[src/rtl/hirose_digest_serializer.sv]
// Captures the Hirose/PRESENT hash digest on the wrapper's end flag and streams it MSB-first
// as OUT_WIDTH-bit valid/ready words. Optional digest compare compiled in with `define DIGEST_CMP_EN.
module hirose_digest_serializer #(
   parameter int unsigned DIGEST_WIDTH = 128,
   parameter int unsigned OUT_WIDTH    = 16
) (
   input  logic                    clk,
   input  logic                    rst,
   input  logic                    hash_done,
   input  logic [DIGEST_WIDTH-1:0] hash_digest,
`ifdef DIGEST_CMP_EN
   input  logic [DIGEST_WIDTH-1:0] exp_digest,
   output logic                    match,
`endif
   output logic [OUT_WIDTH-1:0]    out_data,
   output logic                    out_valid,
   input  logic                    out_ready,
   output logic                    out_last,
   output logic                    busy,
   output logic                    done
);

   localparam int unsigned N_WORDS = DIGEST_WIDTH / OUT_WIDTH;
   localparam int unsigned CNT_W   = $clog2(N_WORDS);
   localparam logic [CNT_W-1:0] LAST_IDX = CNT_W'(N_WORDS - 1);

   localparam logic [1:0] IDLE = 2'd0;
   localparam logic [1:0] SEND = 2'd1;
   localparam logic [1:0] DONE = 2'd2;

   logic [1:0]              state, state_nxt;
   logic [DIGEST_WIDTH-1:0] shreg, shreg_nxt;
   logic [CNT_W-1:0]        cnt, cnt_nxt;
   logic                    valid_nxt, last_nxt, busy_nxt, done_nxt;
`ifdef DIGEST_CMP_EN
   logic                    match_nxt;
`endif

   // Head of the shift register is the current word; it drains to zero by DONE.
   assign out_data = shreg[DIGEST_WIDTH-1 -: OUT_WIDTH];

   always_ff @(posedge clk) begin
      if (rst) begin
         state     <= IDLE;
         shreg     <= '0;
         cnt       <= '0;
         out_valid <= 1'b0;
         out_last  <= 1'b0;
         busy      <= 1'b0;
         done      <= 1'b0;
`ifdef DIGEST_CMP_EN
         match     <= 1'b0;
`endif
      end else begin
         state     <= state_nxt;
         shreg     <= shreg_nxt;
         cnt       <= cnt_nxt;
         out_valid <= valid_nxt;
         out_last  <= last_nxt;
         busy      <= busy_nxt;
         done      <= done_nxt;
`ifdef DIGEST_CMP_EN
         match     <= match_nxt;
`endif
      end
   end

   // Next state; flag outputs are decoded from the next state so they leave a flop.
   always_comb begin
      state_nxt = state;
      shreg_nxt = shreg;
      cnt_nxt   = cnt;
`ifdef DIGEST_CMP_EN
      match_nxt = match;
`endif
      case (state)
         IDLE: begin
            if (hash_done) begin
               shreg_nxt = hash_digest;
               cnt_nxt   = '0;
               state_nxt = SEND;
`ifdef DIGEST_CMP_EN
               match_nxt = (hash_digest == exp_digest);
`endif
            end
         end
         SEND: begin
            if (out_ready) begin
               shreg_nxt = shreg << OUT_WIDTH;
               if (cnt == LAST_IDX) begin
                  state_nxt = DONE;
               end else begin
                  cnt_nxt = cnt + CNT_W'(1);
               end
            end
         end
         DONE: begin
            // The end flag is a level; only its fall re-arms the serializer.
            if (!hash_done) begin
               state_nxt = IDLE;
`ifdef DIGEST_CMP_EN
               match_nxt = 1'b0;
`endif
            end
         end
         default: state_nxt = IDLE;
      endcase

      valid_nxt = (state_nxt == SEND);
      busy_nxt  = (state_nxt == SEND);
      last_nxt  = (state_nxt == SEND) && (cnt_nxt == LAST_IDX);
      done_nxt  = (state_nxt == DONE);
   end

endmodule

[config.mk]
export PLATFORM = sky130hd
export DESIGN_NAME = hirose_digest_serializer
export DESIGN_NICKNAME = d
export VERILOG_FILES = /design/src/rtl/hirose_digest_serializer.sv
export SDC_FILE = /design/constraint.sdc
export NUM_CORES = 1
export LEC_CHECK = 0
export BUFFER_PORTS_ARGS = -buffer_cell sky130_fd_sc_hd__buf_2
export CORE_MARGIN = 10
export CORE_UTILIZATION = 30
export DETAILED_ROUTE_END_ITERATION = 10
export GPL_TIMING_DRIVEN = 0
export PLACE_DENSITY = 0.61
export SYNTH_ARGS = -nofsm -noshare
export SYNTH_HDL_FRONTEND = slang
export SYNTH_SLANG_ARGS = --single-unit
[constraint.sdc]
create_clock -name clk -period 1.9 [get_ports clk]
set_clock_uncertainty 0.05 [all_clocks]
set_input_delay 0.19 -clock clk [delete_from_list [all_inputs] [get_ports clk]]
set_output_delay 0.19 -clock clk [all_outputs]
set_load 0.03 [all_outputs]
After elaboration in Yosys (flattened, before gate mapping)
Index checks and enable logic that the tools add are counted.

storage, ports and cells
  bits in registers = 136
  word-level logic and storage cells = 31
  output and inout port bits = 20
  bits of input ports = 132

operators by class
  add/subtract/negate cells = 1
  equal/unequal tests = 8
  multiplexer cells = 12
  reduce and logical (&&, ||, !) cells = 4

operators with widths
  cell                                                              count
  128-bit 2-to-1 mux                                                2
  128-bit one-hot mux with 2 select lines                           1
  3-bit 2-to-1 mux                                                  3
  2-bit 2-to-1 mux                                                  4
  3-bit == test (second input constant)                             2
  2-bit one-hot mux with 3 select lines                             1
  3-bit one-hot mux with 2 select lines                             1
  2-bit by 1-bit == test with 1-bit output (second input constant)  2
  2-bit == test (second input constant)                             2
  2-bit != test (second input constant)                             2
  3-bit by 1-bit adder with 3-bit output (second input constant)    1
  3-bit AND reduction                                               1
  2-bit logical NOT                                                 1
  2-bit nonzero test                                                1
  1-bit logical AND                                                 1

Longest topological paths before layout
Gate-level depths: netlist of the first run.

  word-level depth = 6
  gate-level depth with buffers = 7
  gate-level depth less buffers = 4

Worst setup path before layout of the first run
Ideal clock, no wire load.

  path kind = reg2reg
  start = register cnt[0]
  end = register out_last
  slack = 0.348 ns
  stages on the path, launching flop included = 5
  setup time = 0.103 ns
  path buffers = 0
  arrival time = 1.398 ns
  path through = dfxtp_1 > ha_1 > a21boi_1 > a2111o_1 > a2111oi_2

between the ends
  longest elaborated chain between the ends = 6
  elaborated cells between the ends (all ways) = 12

RTL lines
  what                                                                                            RTL line  text
  start: declaration                                                                              33        logic [CNT_W-1:0] cnt, cnt_nxt;
  start signal: assignment                                                                        57        cnt <= cnt_nxt;
  3-bit by 1-bit adder with 3-bit output or 3-bit == test (tied branches)                         93, 90
  3-bit 2-to-1 mux or 2-bit 2-to-1 mux (tied branches)                                            90        if (cnt == LAST_IDX) begin
  3-bit 2-to-1 mux or 2-bit 2-to-1 mux (tied branches)                                            88        if (out_ready) begin
  3-bit one-hot mux with 2 select lines or 2-bit one-hot mux with 3 select lines (tied branches)  76        case (state)
  3-bit == test or 2-bit by 1-bit == test with 1-bit output (tied branches)                       111       last_nxt = (state_nxt == SEND) && (cnt_nxt == LAST_IDX);
  1-bit logical AND *                                                                             111
  end signal: assignment                                                                          59        out_last <= last_nxt;
  end: declaration                                                                                18        output logic out_last,

Every way passes the cells marked *; elsewhere a longest branch is shown, timed or not.
A chain may end at the register's enable or synchronous reset.

Final worst setup path of the first run
  start = register state[1]
  end = register shreg[110]

between the ends
  longest elaborated chain between the ends = 3
  elaborated cells between the ends (all ways) = 7

RTL lines
  what                                                                           RTL line  text
  start: declaration                                                             31        logic [1:0] state, state_nxt;
  start signal: assignment                                                       55        state <= state_nxt;
  2-bit by 1-bit == test with 1-bit output or 2-bit logical NOT (tied branches)  76
  2-bit != test (no line) or 2-bit nonzero test (tied branches)                  n/a
  3-bit AND reduction (no line)                                                  n/a
  end signal: assignment                                                         56        shreg <= shreg_nxt;
  end: declaration                                                               32        logic [DIGEST_WIDTH-1:0] shreg, shreg_nxt;

Parallel ways exist; a longest one is shown, timed or not.

==> results.toml, run 1 <==
[logic_synthesis]
synth_area_leaders = "dfxtp_1 41%, mux2i_1 17%, a311oi_1 11%"
async_flop_share_pct = 0
ys_ff_latch = 136
syn_avg_cell_area_um2 = 10.3
yosys-top-cells-count = "136 x dfxtp_1, 131 x a21oi_1, 114 x mux2i_1, 81 x a311oi_1, 36 x clkbuf_1"
synth_area_um2 = 6680
synth_fp_nets = 783
synthCells = 650
synth_edf_count = 0
yosysMostFrequentCell = "dfxtp_1"
synth.top_cell.area_share_pct = 40.8
yosysSeqAreaShare_pct = 40.8
synthFlopType = "dfxtp_1"
synth_warnings = 0
synth_cell_types = 31
yosys.area.top_type = "dfxtp_1"

[detailed_routing]
wl_per_cell_um = 19.7
num_vias = 5915
drc_errors = 0
viasPerCell = 5.24
drtAntennaViolNets = 0
routed_wl_mm = 22.2
first_pass_iters = 4
drt_iter0_drc = 352

[clock_tree]
htree_levels = 4
cts_made_buffers = 17
clk_pin_slew_ns = 0.06
clock_sinks = 136
worstSkewPairLatency_ns = 0.42
post_cts_buffers = 0
cts_tree = "built"
clockRootBuffer = "clkbuf_16"
ctsLongestPathBuffers = 2

[power]
p_int_mw = 6.16
p_sw_mw = 2.16
p_seq_share_pct = 39.1
swShare_pct = 26.0
ir_drop_mv = 0.596
cellPowerDensity_nw_per_um2 = 968
combinationalPowerShare_pct = 16.7
p_leak_nw = 3.74
pwr-share-clk_pct = 44.1

[die]
num_rows = 54
die_x_um = 169
initial_utilization_pct = 30.5
die_y_um = 169
ios = 152
core_area_um2 = 21900
dieArea_um2 = 28600

[grt]
grt_max_degree = 17
antenna_found_initial = 1
first_global_vias = 6015
grt_usage_pct = 15.0
grt_pass1_wl_mm = 33.9
grt-ovfl-total = 0

[finish]
drive_above_1_share_pct = 32.6
area_delta_synth_final_pct = 28.8
nets = 968

[setup_path]
end_kind = "flip-flop"
arrival_ns = 2.04
path_class = "reg -> reg"
crit_fanout = 10
cp_data_required_time_ns = 2.10
setup.worst_path.start_class = "flip-flop"

[outcome]
status = "finished, final reports clean"

[placed_design]
place_congestion = 0.837
numPortBuffers = 150
hpwl_mm = 16.8

[timing]
post-route-period-util_pct = 96.7
setup_viol = 0
tightestPinTransition_ns = 0.768
hold_viol_final = 0
fin_worst_hold_slack_ns = 0.0605
relSlewSlack_pct = 48.8
final.setup.tns_ns = 0
max_freq_mhz = 544
period_needed_ns = 1.84
rsz0062_at_grt = "yes"
drv_slew = 0

[worst_hold_path]
min_path_type = "in -> reg"

[run]
maxCapViolCount = 0
-- power by group through the flow --
stage                     Combinational [mW]  Clock (mW)  Sequential, mW
after floorplan                        0.978           0            3.26
after global placement                  1.36           0            3.32
after detailed placement                1.37           0            3.32
after CTS                               1.40        3.72            3.26
after global routing                    1.52        3.83            3.28
final                                   1.39        3.67            3.26
-- kinds of logic after synthesis --
kind of cell	share of synthesized area, %
xor gates and xnor gates	0.131
and+or+nand+nor	2.12
adders and majority gates	0.187
muxes	17.3
AOI/OAI and AO/OA	29.4
buffers and inverters	10.0
DFF	40.8
-- layer usage --
metal  track usage [%]  share of wire [%]  routed length [um]  up-vias
met3              4.10                5.8                1290       20
li1                  -                  -                   -     2891
met1              19.8                 47               10300     2824
met2              23.4                 46               10300      180
met4              4.05                1.3                 297        0
met5                 0                  0                   0        -
-- state kept, by name, summed over array words and instances, names as in the netlist --
register,count
busy,1
cnt,3
shreg,128
state,2
done,1
out_last,1
-- stage by stage --
step	util, %	cells	setup WS (ns)	total power [mW]	instance area (um2)
after floorplan	-	650	0.348	4.23	6680
after global placement	35.5	1080	-0.164	4.67	7780
after detailed placement	35.5	1080	-0.182	4.69	7780
after CTS	39.3	1127	0.0344	8.38	8590
after global routing	39.3	1128	-0.0942	8.63	8600
final	39.3	1128	0.0631	8.32	8600
-- cell type report --
class / count / area [um2]
Multi-Input combinational cell: 412 / 3280
Antenna cell: 1 / 2.50
Fill cell: 2261 / 13300
Buffer: 99 / 663
Tap cell: 280 / 350
Clock inverter: 11 / 196
Sequential cell: 136 / 2720
Timing Repair Buffer: 166 / 911
Clock buffer: 20 / 457
Inverter: 3 / 11.3
-- critical path, cell delays in order (launching register included) --
cell and delay (ns):
dfxtp_1 0.37, inv_2 0.18, buf_2 0.31, buf_1 0.56
a311oi_2 0.19
-- cell usage in the layout (no fill, tap or decap), drive strengths merged, types with 2 or more instances in the layout --
cell type,instances
mux2i,114
nand4,2
o21ai,17
clkinvlp,2
buf,214
dlygate4sd3,16
bufinv,5
clkbuf,55
clkinv,4
nor3,3
a21oi,131
dfxtp,136
inv,3
nand2,18
nand3,2
a311oi,112
-- final timing paths --
path         cells after the start  slack, ns    endpoint      start
max                              4       0.06  shreg[110]   state[1]
min                              3       0.06    state[1]  hash_done
max reg2reg                      4       0.06  shreg[110]   state[1]
min reg2reg                      2       0.42    shreg[2]   shreg[2]
-- timing repair --
| item | CTS | global route |
|---|---|---|
| setup endpoints to repair | 11 | 70 |
| resized for setup | 2 | 3 |
| endpoints found under the hold margin | 16 | 0 |
| hold buffers | 16 | 0 |
No activity file was read; power rests on OpenSTA's default activity.
==> inputs of run 2 (changes only) <==
Settings changed: GPL_TIMING_DRIVEN 0 to unset.
==> results.toml, run 2 (synthesized netlist as in run 1, its figures left out) <==
[setup_path]
r2r_setup_slack_ns = 0.18
r2r_end = "out_last"
arrival_ns = 1.99
end_kind = "flip-flop"
path_class = "reg -> reg"
reg2reg_depth = 4
reg2reg_from = "cnt[0]"
setup.worst_path.start_class = "flip-flop"
crit_fanout = 5
cp_data_required_time_ns = 2.16

[clock_tree]
clock_sinks = 136
cts_tree = "built"
cts_made_buffers = 17
worstSkewPairLatency_ns = 0.43
clk_pin_slew_ns = 0.06
ctsLongestPathBuffers = 2
clockRootBuffer = "clkbuf_16"
post_cts_buffers = 0
htree_levels = 4

[timing]
max_freq_mhz = 580
setup_viol = 0
drv_slew = 0
rsz0062_at_grt = "no"
hold_viol_final = 0
final.setup.tns_ns = 0
tightestPinTransition_ns = 0.392
post-route-period-util_pct = 90.7
relSlewSlack_pct = 73.8
period_needed_ns = 1.72

[power]
swShare_pct = 26.1
cellPowerDensity_nw_per_um2 = 973
p_sw_mw = 2.10
p_seq_share_pct = 40.4
p_leak_nw = 3.56
pwr-share-clk_pct = 44.0
combinationalPowerShare_pct = 15.6
ir_drop_mv = 0.548
p_int_mw = 5.94

[placed_design]
numPortBuffers = 151
place_congestion = 0.777
numPlacedInstances = 1003
placed_area_um2 = 7470
hpwl_mm = 13.6

[die]
dieArea_um2 = 28600
die_y_um = 169
die_x_um = 169
initial_utilization_pct = 30.5
ios = 152
num_rows = 54
core_area_um2 = 21900

[finish]
fillers = 2191
area_delta_synth_final_pct = 23.7
multi_input_area_um2 = 3300
regArea_um2 = 2720
final_cell_mix = "150 x buf_2, 136 x dfxtp_1, 131 x a21oi_1, 114 x mux2i_1, 81 x a311oi_1"
fin_util_pct = 37.7
layout_commonest_cell = "buf_2"
largest_reg_flops = 128
drive_above_1_share_pct = 31.1
nets = 891
largest_register = "shreg"
stdcell_area_um2 = 8260
stdcell_count = 1053
top_regs = "shreg x128, cnt x3, state x2"

[worst_hold_path]
min_path_type = "in -> reg"
hold_depth = 3
hp-start = "hash_digest[27]"
hold_end = "shreg[27]"

[detailed_routing]
wl_per_cell_um = 18.7
drtAntennaViolNets = 0
first_pass_iters = 5
routed_wl_mm = 19.7
drc_errors = 0
viasPerCell = 5.14
num_vias = 5417
drt_iter0_drc = 450

[grt]
first_global_vias = 5315
grt_usage_pct = 13.5
antenna_found_initial = 4
grt_pass1_wl_mm = 30.6
grt-ovfl-total = 0
grt_max_degree = 74

[outcome]
status = "finished, final reports clean"

[run]
maxCapViolCount = 0
[run 2: cell count changes in the layout (fill, tap and decap cells not counted), sizes merged]
| cell | before | now |
|---|---|---|
| buf | 214 | 172 |
| clkbuf | 55 | 19 |
| clkinv | 4 | 7 |
| bufinv | 5 | 4 |
| diode | 1 | 2 |
[run 2: worst max path at each step]
| stage | end | start | slack [ns] |
|---|---|---|---|
| 4_1_cts | out_last | cnt[0] | 0.19 |
| 3_5_place_dp | out_last | cnt[0] | 0.19 |
| 5_1_grt | out_last | cnt[0] | 0.05 |
| 3_3_place_gp | out_last | cnt[0] | 0.29 |
| 2_1_floorplan | out_last | cnt[0] | 0.35 |
| 6_report | out_last | cnt[0] | 0.18 |
[run 2: repair_timing]
item	4_1_cts	5_1_grt
resized for setup	0	0
hold buffers	16	0
endpoints found under the hold margin	16	0
[run 2: stage by stage]
stage          hold WS, ns  worst slack [ns]  total power [mW]
2_1_floorplan        0.280             0.348              4.23
3_3_place_gp         0.386             0.290              4.53
3_5_place_dp         0.392             0.194              4.55
4_1_cts             0.0603             0.186              8.12
5_1_grt             0.0787            0.0541              8.41
6_report            0.0685             0.176              8.04
[run 2: final cells by class]
| class | instances | share of cell area, % |
|---|---|---|
| Antenna cell | 2 | 0.0606 |
| Clock buffer | 19 | 5.48 |
| Clock inverter | 13 | 2.11 |
| Inverter | 3 | 0.197 |
| Multi-Input combinational cell | 412 | 40.0 |
| Sequential cell | 136 | 33.0 |
| Tap cell | 280 | 4.24 |
| Timing Repair Buffer | 188 | 15.0 |
[run 2: power groups by stage]
stage | Sequential, mW | Combinational [mW] | Clock (mW)
final | 3.25 | 1.25 | 3.54
after global routing | 3.28 | 1.38 | 3.75
after CTS | 3.25 | 1.26 | 3.61
after detailed placement | 3.31 | 1.24 | 0
after global placement | 3.31 | 1.22 | 0
after floorplan | 3.26 | 0.978 | 0
[run 2: per-layer routing]
layer,share of wire (%),wire [um],up-vias,track usage [%]
met5,0.10,20,-,0
met4,1.0,196,2,3.86
met3,6.9,1370,14,5.12
met2,45,8850,152,20.1
met1,47,9240,2514,17.8
li1,-,-,2735,-
[run 2: critical path, cell delays in order, from the launching register on]
cell	delay (ns)
dfxtp_1	0.37
ha_1	0.24
a21boi_1	0.16
a2111o_1	0.48
a2111oi_2	0.31
==> inputs of run 3 (changes only) <==
Clock period 1.9 ns to 2.03 ns, I/O delays scaled along.
==> results.toml, run 3 (synthesized netlist as in run 1, its figures left out) <==
[die]
die_y_um = 169
dieArea_um2 = 28600
initial_utilization_pct = 30.5
die_x_um = 169
core_area_um2 = 21900
ios = 152
num_rows = 54

[clock_tree]
cts_tree = "built"
cts_resized = 0
worstSkewPairLatency_ns = 0.42
ctsLongestPathBuffers = 2
htree_levels = 4
clock_sinks = 136
clockRootBuffer = "clkbuf_16"
clk_pin_slew_ns = 0.06
cts_made_buffers = 17

[finish]
fillers = 2208
layout_commonest_cell = "buf_2"
fin_util_pct = 37.5
stdcell_count = 1054
largest_reg_flops = 128
largest_register = "shreg"
stdcell_area_um2 = 8220
area_delta_synth_final_pct = 23.1
final_cell_mix = "150 x buf_2, 136 x dfxtp_1, 131 x a21oi_1, 114 x mux2i_1, 81 x a311oi_1"
drive_above_1_share_pct = 31.0
nets = 890
top_regs = "shreg x128, cnt x3, state x2"

[power]
power_mw = 7.42
ir_drop_mv = 0.536
p_leak_nw = 3.53
cellPowerDensity_nw_per_um2 = 903

[run]
maxCapViolCount = 0

[placed_design]
hpwl_mm = 13.6
dp_slack_ns = 0.327
place_congestion = 0.747
numPlacedInstances = 1002
placed_area_um2 = 7440
numPortBuffers = 151

[timing]
drv_slew = 0
rsz0062_at_grt = "no"
hold_viol_final = 0
tightestPinTransition_ns = 0.460
period_needed_ns = 1.74
setup_ws_ns = 0.290
fin_worst_hold_slack_ns = 0.0838
relSlewSlack_pct = 69.3
setup_viol = 0
final.setup.tns_ns = 0
max_freq_mhz = 575
post-route-period-util_pct = 85.7

[grt]
grt_pass1_wl_mm = 30.0
first_global_vias = 5364
grt_usage_pct = 13.1
grt-ovfl-total = 0
grt_max_degree = 78
antenna_found_initial = 4

[detailed_routing]
wl_per_cell_um = 18.7
routed_wl_mm = 19.7
drt_iter0_drc = 376
drc_errors = 0
drtAntennaViolNets = 0
num_vias = 5351
viasPerCell = 5.08
first_pass_iters = 5

[setup_path]
path_class = "reg -> reg"
setup.worst_path.start_class = "flip-flop"
end_kind = "flip-flop"
arrival_ns = 2.00
cp_data_required_time_ns = 2.29
crit_fanout = 54

[worst_hold_path]
min_path_type = "in -> reg"

[outcome]
status = "finished, final reports clean"
## run 3: per-layer routing
layer  track usage [%]  vias up  part of all wire [%]
met5                 0        -                     0
met4              3.98        0                  0.97
met3              4.61       11                   6.3
met2              19.7      130                    46
met1              17.4     2474                    47
li1                  -     2736                     -
## run 3: critical path, cell delays in order, from the launching register on
cell	delay, ns
dfxtp_1	0.33
mux2_8	0.52
buf_4	0.33
a21oi_1	0.10
a311oi_1	0.26
## run 3: cell type report
| cell class | count | area, um2 | share of cell area (%) |
|---|---|---|---|
| Tap cell | 280 | 350 | 4.26 |
| Inverter | 3 | 16.3 | 0.198 |
| Timing Repair Buffer | 187 | 1210 | 14.7 |
| Clock inverter | 14 | 171 | 2.09 |
| Clock buffer | 18 | 439 | 5.34 |
| Multi-Input combinational cell | 412 | 3300 | 40.2 |
| Antenna cell | 4 | 10.0 | 0.122 |
| Sequential cell | 136 | 2720 | 33.1 |
## run 3: where the power goes
group	switching [mW]	internal, mW
sequential	0.138	2.90
combinational	0.626	0.540
clock	1.24	1.97
total	2.00	5.42
## run 3: repair_timing
item,4_1_cts,5_1_grt
setup endpoints to repair,0,0
setup buffers,0,0
hold endpoints to repair,16,0
hold buffers,16,0
## run 3: path summary, 6_finish.rpt
kind,from,to,slack [ns],depth (start not counted)
worst max-delay path,state[0],shreg[92],0.29,4
worst min-delay path,hash_done,state[1],0.08,3
worst max register to register,state[0],shreg[92],0.29,4
worst min register to register,shreg[8],shreg[8],0.42,2
